===== src/rtl/mac_pkg.sv =====
`default_nettype none
// ============================================================================
// Module      : mac_pkg
// Description : Shared constants for the sequential MAC: default widths,
//               FSM state encoding and iteration-counter sizing.
// Revision    : 1.0 - initial release
// ============================================================================
package mac_pkg;

    localparam int c_DEF_WIDTH = 6;
    localparam int c_DEF_ACC_W = 16;

    localparam logic [1:0] c_ST_IDLE = 2'd0;
    localparam logic [1:0] c_ST_MUL  = 2'd1;
    localparam logic [1:0] c_ST_ACC  = 2'd2;
    localparam logic [1:0] c_ST_HOLD = 2'd3;

    // Counter must be able to represent 0..width inclusive.
    function automatic int cnt_width(input int width);
        return $clog2(width + 1);
    endfunction

endpackage
`default_nettype wire


===== src/rtl/mac_sat_add.sv =====
`default_nettype none
// ============================================================================
// Module      : mac_sat_add
// Description : Combinational unsigned adder that saturates to all ones on
//               carry-out and reports the overflow.
// Revision    : 1.0 - initial release
// ============================================================================
module mac_sat_add #(
    parameter int ACC_W = 16
) (
    input  logic [ACC_W-1:0] acc,
    input  logic [ACC_W-1:0] addend,
    output logic [ACC_W-1:0] sum,
    output logic             ovf
);

    logic [ACC_W:0] w_raw;

    assign w_raw = {1'b0, acc} + {1'b0, addend};
    assign ovf   = w_raw[ACC_W];
    assign sum   = w_raw[ACC_W] ? {ACC_W{1'b1}} : w_raw[ACC_W-1:0];

endmodule
`default_nettype wire


===== src/rtl/seq_mac_core.sv =====
`default_nettype none
// ============================================================================
// Module      : seq_mac_core
// Description : Shift-add multiplier feeding a saturating accumulator, with a
//               valid/ready handshake on both operand and result sides.
// Revision    : 1.0 - initial release
// ============================================================================
module seq_mac_core
    import mac_pkg::*;
#(
    parameter int WIDTH = c_DEF_WIDTH,
    parameter int ACC_W = c_DEF_ACC_W
) (
    input  logic             clk,
    input  logic             rst,
    input  logic             in_valid,
    output logic             in_ready,
    input  logic [WIDTH-1:0] a,
    input  logic [WIDTH-1:0] b,
    input  logic             acc_clr,
    output logic             out_valid,
    input  logic             out_ready,
    output logic [ACC_W-1:0] acc_out,
    output logic             ovf
);

    localparam int c_CNT_W = cnt_width(WIDTH);
    localparam int c_PW    = 2 * WIDTH;
    localparam logic [c_CNT_W-1:0] c_LAST = c_CNT_W'(WIDTH - 1);

    if (ACC_W < 2 * WIDTH) begin : g_acc_w_check
        $error("seq_mac_core: ACC_W must be at least 2*WIDTH");
    end

    logic [1:0]         r_state;
    logic [c_PW-1:0]    r_mcand;
    logic [WIDTH-1:0]   r_mplier;
    logic [c_PW-1:0]    r_prod;
    logic [c_CNT_W-1:0] r_cnt;
    logic [ACC_W-1:0]   r_acc;
    logic               r_ovf;
    logic               r_in_ready;
    logic               r_out_valid;

    logic [ACC_W-1:0]   w_sum;
    logic               w_carry;

    mac_sat_add #(
        .ACC_W (ACC_W)
    ) u_sat_add (
        .acc    (r_acc),
        .addend (ACC_W'(r_prod)),
        .sum    (w_sum),
        .ovf    (w_carry)
    );

    always_ff @(posedge clk) begin
        if (!rst) begin
            r_state     <= c_ST_IDLE;
            r_mcand     <= '0;
            r_mplier    <= '0;
            r_prod      <= '0;
            r_cnt       <= '0;
            r_acc       <= '0;
            r_ovf       <= 1'b0;
            r_in_ready  <= 1'b1;
            r_out_valid <= 1'b0;
        end else begin
            case (r_state)
                c_ST_IDLE: begin
                    // Clear first so a same-cycle accept accumulates onto zero.
                    if (acc_clr) begin
                        r_acc <= '0;
                        r_ovf <= 1'b0;
                    end
                    if (in_valid) begin
                        r_mcand    <= c_PW'(a);
                        r_mplier   <= b;
                        r_prod     <= '0;
                        r_cnt      <= '0;
                        r_in_ready <= 1'b0;
                        r_state    <= c_ST_MUL;
                    end
                end
                c_ST_MUL: begin
                    if (r_mplier[0]) begin
                        r_prod <= r_prod + r_mcand;
                    end
                    r_mcand  <= r_mcand << 1;
                    r_mplier <= r_mplier >> 1;
                    r_cnt    <= r_cnt + c_CNT_W'(1);
                    if (r_cnt == c_LAST) begin
                        r_state <= c_ST_ACC;
                    end
                end
                c_ST_ACC: begin
                    r_acc       <= w_sum;
                    r_ovf       <= r_ovf | w_carry;
                    r_out_valid <= 1'b1;
                    r_state     <= c_ST_HOLD;
                end
                c_ST_HOLD: begin
                    if (out_ready) begin
                        r_out_valid <= 1'b0;
                        r_in_ready  <= 1'b1;
                        r_state     <= c_ST_IDLE;
                    end
                end
                default: begin
                    r_out_valid <= 1'b0;
                    r_in_ready  <= 1'b1;
                    r_state     <= c_ST_IDLE;
                end
            endcase
        end
    end

    assign in_ready  = r_in_ready;
    assign out_valid = r_out_valid;
    assign acc_out   = r_acc;
    assign ovf       = r_ovf;

endmodule
`default_nettype wire

===== config.mk =====
export PLATFORM = sky130hd
export DESIGN_NAME = seq_mac_core
export DESIGN_NICKNAME = d
export VERILOG_FILES = /design/src/rtl/mac_pkg.sv /design/src/rtl/mac_sat_add.sv /design/src/rtl/seq_mac_core.sv
export SDC_FILE = /design/constraint.sdc
export NUM_CORES = 1
export LEC_CHECK = 0
export BUFFER_PORTS_ARGS = -buffer_cell sky130_fd_sc_hd__buf_4
export CELL_PAD_IN_SITES_DETAIL_PLACEMENT = 1
export CELL_PAD_IN_SITES_GLOBAL_PLACEMENT = 1
export CORE_ASPECT_RATIO = 1.1
export CORE_MARGIN = 2
export CORE_UTILIZATION = 46
export CTS_CLUSTER_SIZE = 40
export DETAILED_ROUTE_END_ITERATION = 8
export PLACE_DENSITY_LB_ADDON = 0.1
export SKIP_CTS_REPAIR_TIMING = 1
export SYNTH_ARGS = -nofsm -noshare
export SYNTH_HDL_FRONTEND = slang
export SYNTH_HIERARCHICAL = 1
export SYNTH_SLANG_ARGS = --single-unit

===== constraint.sdc =====
create_clock -name clk -period 3.2 [get_ports clk]
set_clock_uncertainty 0.15 [all_clocks]
set_input_delay 0.32 -clock clk [delete_from_list [all_inputs] [get_ports clk]]
set_output_delay 0.32 -clock clk [all_outputs]
set_load 0.01 [all_outputs]

==> reports/qor.txt, run 1 <==
I/O pins: 36
GP Congestion: 0.7844
CP Class: flip-flop to flip-flop
Total GRT Usage: 20.46%
Fmax: 370.3 MHz
Share of Yosys cell area claimed by the top area cell type: 29.82%
Grt ovf: 0
Static leakage: 1.877 nW
Synth Register Bits: 54
CP max FO: 14
Setup TNS: 0 ps
H-tree depth: 2
WL/cell: 15.67 µm
FILL cells: 895
Maximum VDD drop: 0.0004310 V
Post-Syn Instances: 400
Total power: 2.321 mW
Top cells by area, synth: dfxtp_1 (30%), ha_1 (11%), nand2_1 (5.2%), nor2b_1 (5.2%), a22oi_1 (5.0%)
Antenna Nets Post-Route: 0
Tightest Pin Transition: 857.0 ps
Pin count of the biggest net entering global routing: 50
Post-synth EDFFs: 0
Fraction of registers with async set/reset: 0%
Die height: 97.10 µm
HPWL after detailed placement: 6416 µm
Fin crit period: 2700 ps
First-pass GRT wire length: 14390 µm
TritonCTS Buffers: 5
Vias per inst: 5.580
Initial antenna violation count: 0
Die Area: 8606 µm²
Combinational share of power: 41.8%
RSZ-0062 raised after global routing: false
Max_slew headroom: 42.48%
FP Rows: 33
Sink Count: 54
Cell taking the most area after synthesis: dfxtp_1
Internal power: 1.390 mW
Critical path launch point type: flip-flop
Net Switching: 0.9311 mW
Yosys cell types: 69
Maxcap violations: 0
Final Max Slew Viols: 0
Root Buffer: clkbuf_8
DIE WIDTH: 88.64 µm
Clock-pin slew on the worst setup and hold paths: 100 ps
CTS tree: built
Share of cells above drive strength 1: 17.87%
Vias in the first global route: 3031
Worst skew pair latency: 310 ps
Area Overhead vs Synth: 11.98%
Via Count: 2991
Post-synth top flop: dfxtp_1
Most frequent cell after synthesis: dfxtp_1
Seq pwr share: 37.7%
Drt initial violations: 80
Cell Area, Synth: 3625 µm²
Pwr Density: 571.8 nW/µm²
Final #Nets: 482
Hold WC Path Type: input pin to flip-flop
Worst-case clock buffer depth: 2
Final hold vios: 0
Placeable core region: 7556 µm²
# setup viols final: 0
# DRC: 0
Initial Util: 47.97%
Crit. End Element: flip-flop
CP Data Arrival Time: 2760 ps
YS warnings: 6
Fin crit share: 84.39%
Wirelength, routed: 8397 µm
# port buffers: 35
Antenna cells: 0
Mean Syn Cell Area: 9.062 µm²
Clock share of power: 20.5%
WP data required: 3260 ps
Sequential element share of the synthesized area: 29.82%
Status: finished, final reports clean
Switching portion of total power: 40.12%
1st-pass router iterations: 4
Post-synth top cells: dfxtp_1 (54), nand2_1 (50), ha_1 (33), nor2b_1 (30), a22oi_1 (24)
==> worst max-delay path: stages (launching register included) <==
cell	delay (ps)
dfxtp_1	340
ha_1	220
fa_1	410
a21oi_1	290
o211ai_2	150
a21oi_2	230
o31a_4	260
inv_2	60
a211o_1	260
a22oi_1	160
nor2b_1	70
==> per-stage QoR <==
stage               cell area [µm²]  instances  util (%)  hold WS [ps]  worst slack, ps
global placement               3946        528     52.23         311.7            569.4
global route                   4059        536     53.72         143.2            294.5
detailed placement             3946        528     52.23         317.1            508.5
finish                         4059        536     53.72         153.4            499.5
floorplan                      3636        403         -         290.6            740.4
CTS                            4059        536     53.72         140.4            485.7
==> cells by family (layout without fill, tap and decap cells) <==
| logic type | after synthesis | in the layout | share of synthesized area [%] |
|---|---|---|---|
| other cells | 1 | 4 | 0.1035 |
| flops | 54 | 54 | 29.82 |
| buf+inv | 31 | 59 | 4.177 |
| mux | 16 | 16 | 4.522 |
| compound gates | 122 | 122 | 26.82 |
| fa+ha+maj | 35 | 35 | 12.50 |
| simple gates | 123 | 123 | 17.50 |
| xor+xnor | 18 | 18 | 4.556 |
==> final timing paths <==
| path | from | end | slack, ps | cells after the start |
|---|---|---|---|---|
| max | acc_out[0] | acc_out[13] | 500 | 10 |
| min | a[0] | r_mcand[0] | 150 | 3 |
| max reg2reg | acc_out[0] | acc_out[13] | 500 | 10 |
| min reg2reg | r_mplier[5] | r_mplier[5] | 330 | 2 |
==> power groups by stage <==
stage               logic, mW  clock network (mW)  registers, mW
CTS                     0.984               0.495          0.877
global placement        0.943                   0          0.884
finish                  0.970               0.476          0.875
floorplan               0.792                   0          0.863
detailed placement      0.980                   0          0.893
global route             1.08               0.525          0.897
==> cell usage in the layout (no fill, tap or decap), types with 5 or more instances in the layout <==
cell / netlist / layout
dfxtp_1: 54 / 54
nor2b_1: 30 / 30
nand2_1: 50 / 50
a22oi_1: 24 / 24
o21ai_2: 5 / 5
a21oi_1: 21 / 21
xor2_1: 7 / 7
clkbuf_8: 0 / 5
o211a_1: 11 / 11
nand3_1: 6 / 6
mux2i_1: 15 / 15
nand4_1: 6 / 6
nor2_1: 10 / 10
buf_4: 4 / 37
ha_1: 33 / 33
o21ai_0: 13 / 13
inv_1: 12 / 12
xnor2_1: 10 / 10
==> state kept, by name, summed over array words and instances (netlist names) <==
signal,flops
acc_out,16
r_state,2
r_prod,12
in_ready,1
ovf,1
r_cnt,3
r_mcand,12
r_mplier,6
out_valid,1
==> layer usage <==
metal / global-route usage [%] / part of all wire [%]
met1: 27.99 / 48
met2: 33.70 / 49
met3: 3.229 / 2.2
met4: 4.312 / 0.77
met5: 0 / 0
==> final cells by class <==
type / count / area [µm²] / area share, %
sequential: 54 / 1081 / 26.63
clock buffer: 5 / 68.82 / 1.695
timing repair buffer: 37 / 277.8 / 6.843
clock inverter: 3 / 43.79 / 1.079
multi-input combinational: 318 / 2404 / 59.22
tap: 105 / 131.4 / 3.237
inverter: 14 / 52.55 / 1.295
(Power assumes the default switching activity.)
==> run 2: changes to the inputs <==
- CORE_UTILIZATION: 46 -> 41
- clock period: 3.2 -> 2.18 ns (I/O delays scaled with it)
==> run 2 against run 1 <==
The flow now finishes with violations (negative setup slack). Worst hold slack worse by 93 ps. Sequential power up 49%. Clock power up 27%. Power up 57%. Core utilization up 2.4 points.
==> reports/qor.txt, run 2 (synthesized netlist as in run 1, its figures left out) <==
Commonest cells after routing, fill and taps aside: buf_4 (94), dfxtp_1 (51), nand2_1 (41)
Wirelength, routed: 9964 µm
WP data required: 2240 ps
Worst setup startpoint: acc_out[6]
Clock share of power: 16.7%
Antenna cells: 0
Seq pwr share: 35.8%
Static leakage: 2.167 nW
Pin count of the biggest net entering global routing: 30
Root Buffer: clkbuf_8
Worst slack, placed: -246.9 ps
Tightest Pin Transition: 668.8 ps
DIE WIDTH: 93.65 µm
Layout Utilization: 56.11%
Max_slew headroom: 55.30%
Initial antenna violation count: 0
Crit. End Element: flip-flop
Final setup margin: -280.5 ps
CP max FO: 6
Final Max Slew Viols: 0
CP Class: flip-flop to flip-flop
# DRC: 0
TritonCTS Buffers: 5
Worst skew pair latency: 310 ps
Via Count: 3272
Sink Count: 54
Total GRT Usage: 20.46%
Status: complete, but fails checks
Drt initial violations: 72
Fin crit period: 2461 ps
First-pass GRT wire length: 15770 µm
Die height: 102.6 µm
Pwr Density: 762.0 nW/µm²
Failing checks: negative setup slack
HPWL after detailed placement: 7351 µm
# setup viols final: 18
CTS tree: built
Initial Util: 42.67%
Share of cells above drive strength 1: 35.77%
Final #Nets: 543
Hold WC Path Type: input pin to flip-flop
I/O pins: 36
Vias per inst: 5.426
CP Data Arrival Time: 2520 ps
Antenna Nets Post-Route: 0
Die Area: 9610 µm²
Placed inst area: 4427 µm²
Final hold vios: 0
Switching portion of total power: 41.24%
RSZ-0062 raised after global routing: true
Inst Count DP: 594
# port buffers: 35
Commonest non-fill, non-tap cell in the layout: buf_4
Hold slack: 60.79 ps
GP Congestion: 0.8043
Design Area, Final: 4767 µm²
WL/cell: 16.52 µm
Fin crit share: 112.9%
Net Switching: 1.498 mW
Critical path launch point type: flip-flop
Combinational share of power: 47.5%
Non-Filler Instances: 603
1st-pass router iterations: 4
FP Rows: 35
Worst-case clock buffer depth: 2
Max reg flops: 16
Fmax: 406.4 MHz
Placeable core region: 8496 µm²
Maximum VDD drop: 0.0005698 V
Vias in the first global route: 3354
Hold_sp: out_ready
Internal power: 2.134 mW
Maxcap violations: 0
Clock-pin slew on the worst setup and hold paths: 100 ps
Grt ovf: 0
Area Overhead vs Synth: 31.52%
H-tree depth: 2
Worst R2R Start: acc_out[6]
run 2: changes by cell type in the layout (fill, tap and decap cells not counted), moves of 4 or more:
cell,delta
ha_4,+6
a22oi_1,-6
a22oi_2,+6
ha_2,+4
ha_1,-10
nand2_1,-9
buf_4,+57
nand2_2,+7
run 2: cell type report:
class / count / area, µm²
timing repair buffer: 98 / 754.5
inverter: 14 / 52.55
fill: 1018 / 3729
clock inverter: 1 / 5.005
sequential: 54 / 1090
clock buffer: 7 / 86.33
multi-input combinational: 318 / 2640
tap: 111 / 138.9
run 2: metrics by stage:
stage / power [mW] / TNS [ps]
floorplan: 2.429 / -887.5
global placement: 2.840 / -1942
detailed placement: 2.921 / -3179
CTS: 3.527 / -3558
global route: 3.900 / -4383
finish: 3.632 / -2385
run 2: per-layer routing:
metal | routed length, µm | vias to the layer above | track usage [%]
met5 | 0 | - | 0
met4 | 157 | 0 | 5.351
met3 | 154 | 10 | 2.266
met1 | 4405 | 1594 | 24.76
met2 | 5246 | 33 | 38.63
li1 | - | 1635 | -
run 2: worst paths after layout:
| path | end | slack, ps | cells past startpoint |
|---|---|---|---|
| max | acc_out[13] | -280 | 9 |
| min | in_ready | 60 | 3 |
| max reg2reg | acc_out[13] | -280 | 9 |
| min reg2reg | r_mplier[5] | 350 | 2 |
run 2: power by group through the flow:
stage	clock network [mW]	registers, mW	logic [mW]
2_1_floorplan	0	1.27	1.16
3_3_place_gp	0	1.30	1.54
3_5_place_dp	0	1.31	1.61
4_1_cts	0.622	1.29	1.62
5_1_grt	0.668	1.33	1.90
6_report	0.606	1.30	1.73
run 2: critical path, stage by stage, from the launching register on:
cell and delay, ps:
dfxtp_1 370, ha_2 330, a211oi_1 360, nor3b_2 130
o22ai_2 200, o21ai_2 100, and4b_1 210, a211o_1 270
a22oi_1 190, nor2b_1 60
==> run 3: changes to the inputs <==
- CELL_PAD_IN_SITES_DETAIL_PLACEMENT: 1 -> default
- CELL_PAD_IN_SITES_GLOBAL_PLACEMENT: 1 -> default
- CORE_UTILIZATION: 41 -> 54
- PLACE_DENSITY: default -> 0.77
- PLACE_DENSITY_LB_ADDON: 0.1 -> default
- SKIP_LAST_GASP: default -> 1
==> run 3 against run 2 <==
Die area fell by 23%. Clock power up 40%. Routed wire length fell by 13%. The flow still finishes with violations (negative setup slack). Non-clock buffer count is 7 lower.
==> reports/qor.txt, run 3 (synthesized netlist as in run 1, its figures left out) <==
Fin crit share: 111.6%
I/O pins: 36
Switching portion of total power: 38.23%
Fin crit period: 2432 ps
Hold_sp: rst
CP Data Arrival Time: 2510 ps
Non-Filler Instances: 567
Area Overhead vs Synth: 26.89%
Die Area: 7385 µm²
Hold depth: 2
Wirelength, routed: 8704 µm
Internal power: 2.321 mW
Sink Count: 54
CP max FO: 6
Initial Util: 55.30%
Commonest cells after routing, fill and taps aside: buf_4 (89), dfxtp_1 (52), nand2_1 (43)
Placed inst area: 4323 µm²
Layout Utilization: 70.17%
Final setup margin: -252.0 ps
Static leakage: 2.159 nW
Hold WC Path Type: input pin to flip-flop
Maxcap violations: 0
HPWL after detailed placement: 6314 µm
TritonCTS Buffers: 5
Fmax: 411.2 MHz
Inst Count DP: 556
Commonest non-fill, non-tap cell in the layout: buf_4
Failing checks: negative setup slack
Clock share of power: 22.5%
Die height: 89.93 µm
Final hold vios: 0
R2R Setup Slk: -250 ps
FP Rows: 31
Total GRT Usage: 23.83%
First-pass GRT wire length: 14100 µm
Seq pwr share: 34.4%
CP Class: flip-flop to flip-flop
WP data required: 2250 ps
Reg2reg end: acc_out[13]
Maximum VDD drop: 0.0006472 V
GP Congestion: 0.8593
Pin count of the biggest net entering global routing: 41
Worst skew pair latency: 320 ps
Final #Nets: 536
H-tree depth: 2
Status: complete, but fails checks
# setup viols final: 17
Reg2Reg Depth: 10
Crit. End Element: flip-flop
Worst-case clock buffer depth: 2
Combinational share of power: 43.0%
DIE WIDTH: 82.12 µm
Worst Hold End: acc_out[1]
Grt ovf: 0
Critical path launch point type: flip-flop
1st-pass router iterations: 5
Placeable core region: 6555 µm²
FILL cells: 524
CTS tree: built
Initial antenna violation count: 0
Max reg flops: 16
Pwr Density: 817.1 nW/µm²
# DRC: 0
Antenna cells: 0
Antenna Nets Post-Route: 0
Total power: 3.758 mW
RSZ-0062 raised after global routing: true
Clock-pin slew on the worst setup and hold paths: 110 ps
Share of cells above drive strength 1: 32.16%
Design Area, Final: 4599 µm²
Vias in the first global route: 3212
# port buffers: 35
Via Count: 3255
Tightest Pin Transition: 562.5 ps
Worst R2R Start: acc_out[0]
Vias per inst: 5.741
Drt initial violations: 125
Net Switching: 1.437 mW
Root Buffer: clkbuf_8
WL/cell: 15.35 µm
Max_slew headroom: 62.41%
Final Max Slew Viols: 0
run 3: final cells by class:
class / count / area (µm²) / area share, %
Multi-Input combinational cell: 318 / 2521 / 54.82
Sequential cell: 54 / 1086 / 23.61
Timing Repair Buffer: 91 / 694.4 / 15.10
Tap cell: 82 / 102.6 / 2.231
Clock buffer: 6 / 82.58 / 1.795
Clock inverter: 2 / 60.06 / 1.306
Inverter: 14 / 52.55 / 1.143
run 3: how the worst max path moves through the flow:
stage                    start           to  slack [ps]  cells after the start
floorplan           acc_out[0]  acc_out[13]        -100                     10
global placement    acc_out[0]   acc_out[8]        -170                     10
detailed placement   r_prod[0]  acc_out[13]        -210                     10
CTS                  r_prod[0]  acc_out[13]        -230                     10
global route        acc_out[0]   acc_out[8]        -370                     10
finish              acc_out[0]  acc_out[13]        -250                     10
run 3: metal layers:
layer / global-route usage, % / routed length (µm) / vias up
li1: - / - / 1625
met1: 28.73 / 3747 / 1556
met2: 42.75 / 4559 / 60
met3: 3.213 / 247 / 14
met4: 7.083 / 150 / 0
met5: 0 / 0 / -
run 3: stage by stage:
step	worst slack (ps)	hold slack, ps	TNS [ps]
after floorplan	-102.7	242.0	-887.5
after global placement	-168.9	300.9	-1670
after detailed placement	-209.2	322.4	-2487
after CTS	-227.1	53.25	-2867
after global routing	-371.2	46.82	-4329
final	-252.0	53.68	-2359
run 3: power groups by stage:
stage	clock, mW	combinational [mW]	sequential [mW]
2_1_floorplan	0	1.16	1.27
3_3_place_gp	0	1.47	1.29
3_5_place_dp	0	1.53	1.31
4_1_cts	0.852	1.54	1.28
5_1_grt	0.888	1.78	1.31
6_report	0.847	1.62	1.29
run 3: worst max-delay path: stages, from the launching register on:
cell	delay, ps
dfxtp_4	370
ha_4	160
fa_2	390
a21oi_4	170
o211ai_2	130
a21oi_2	220
o31a_4	200
inv_2	50
a211o_1	280
a22oi_2	160
nor2b_1	60
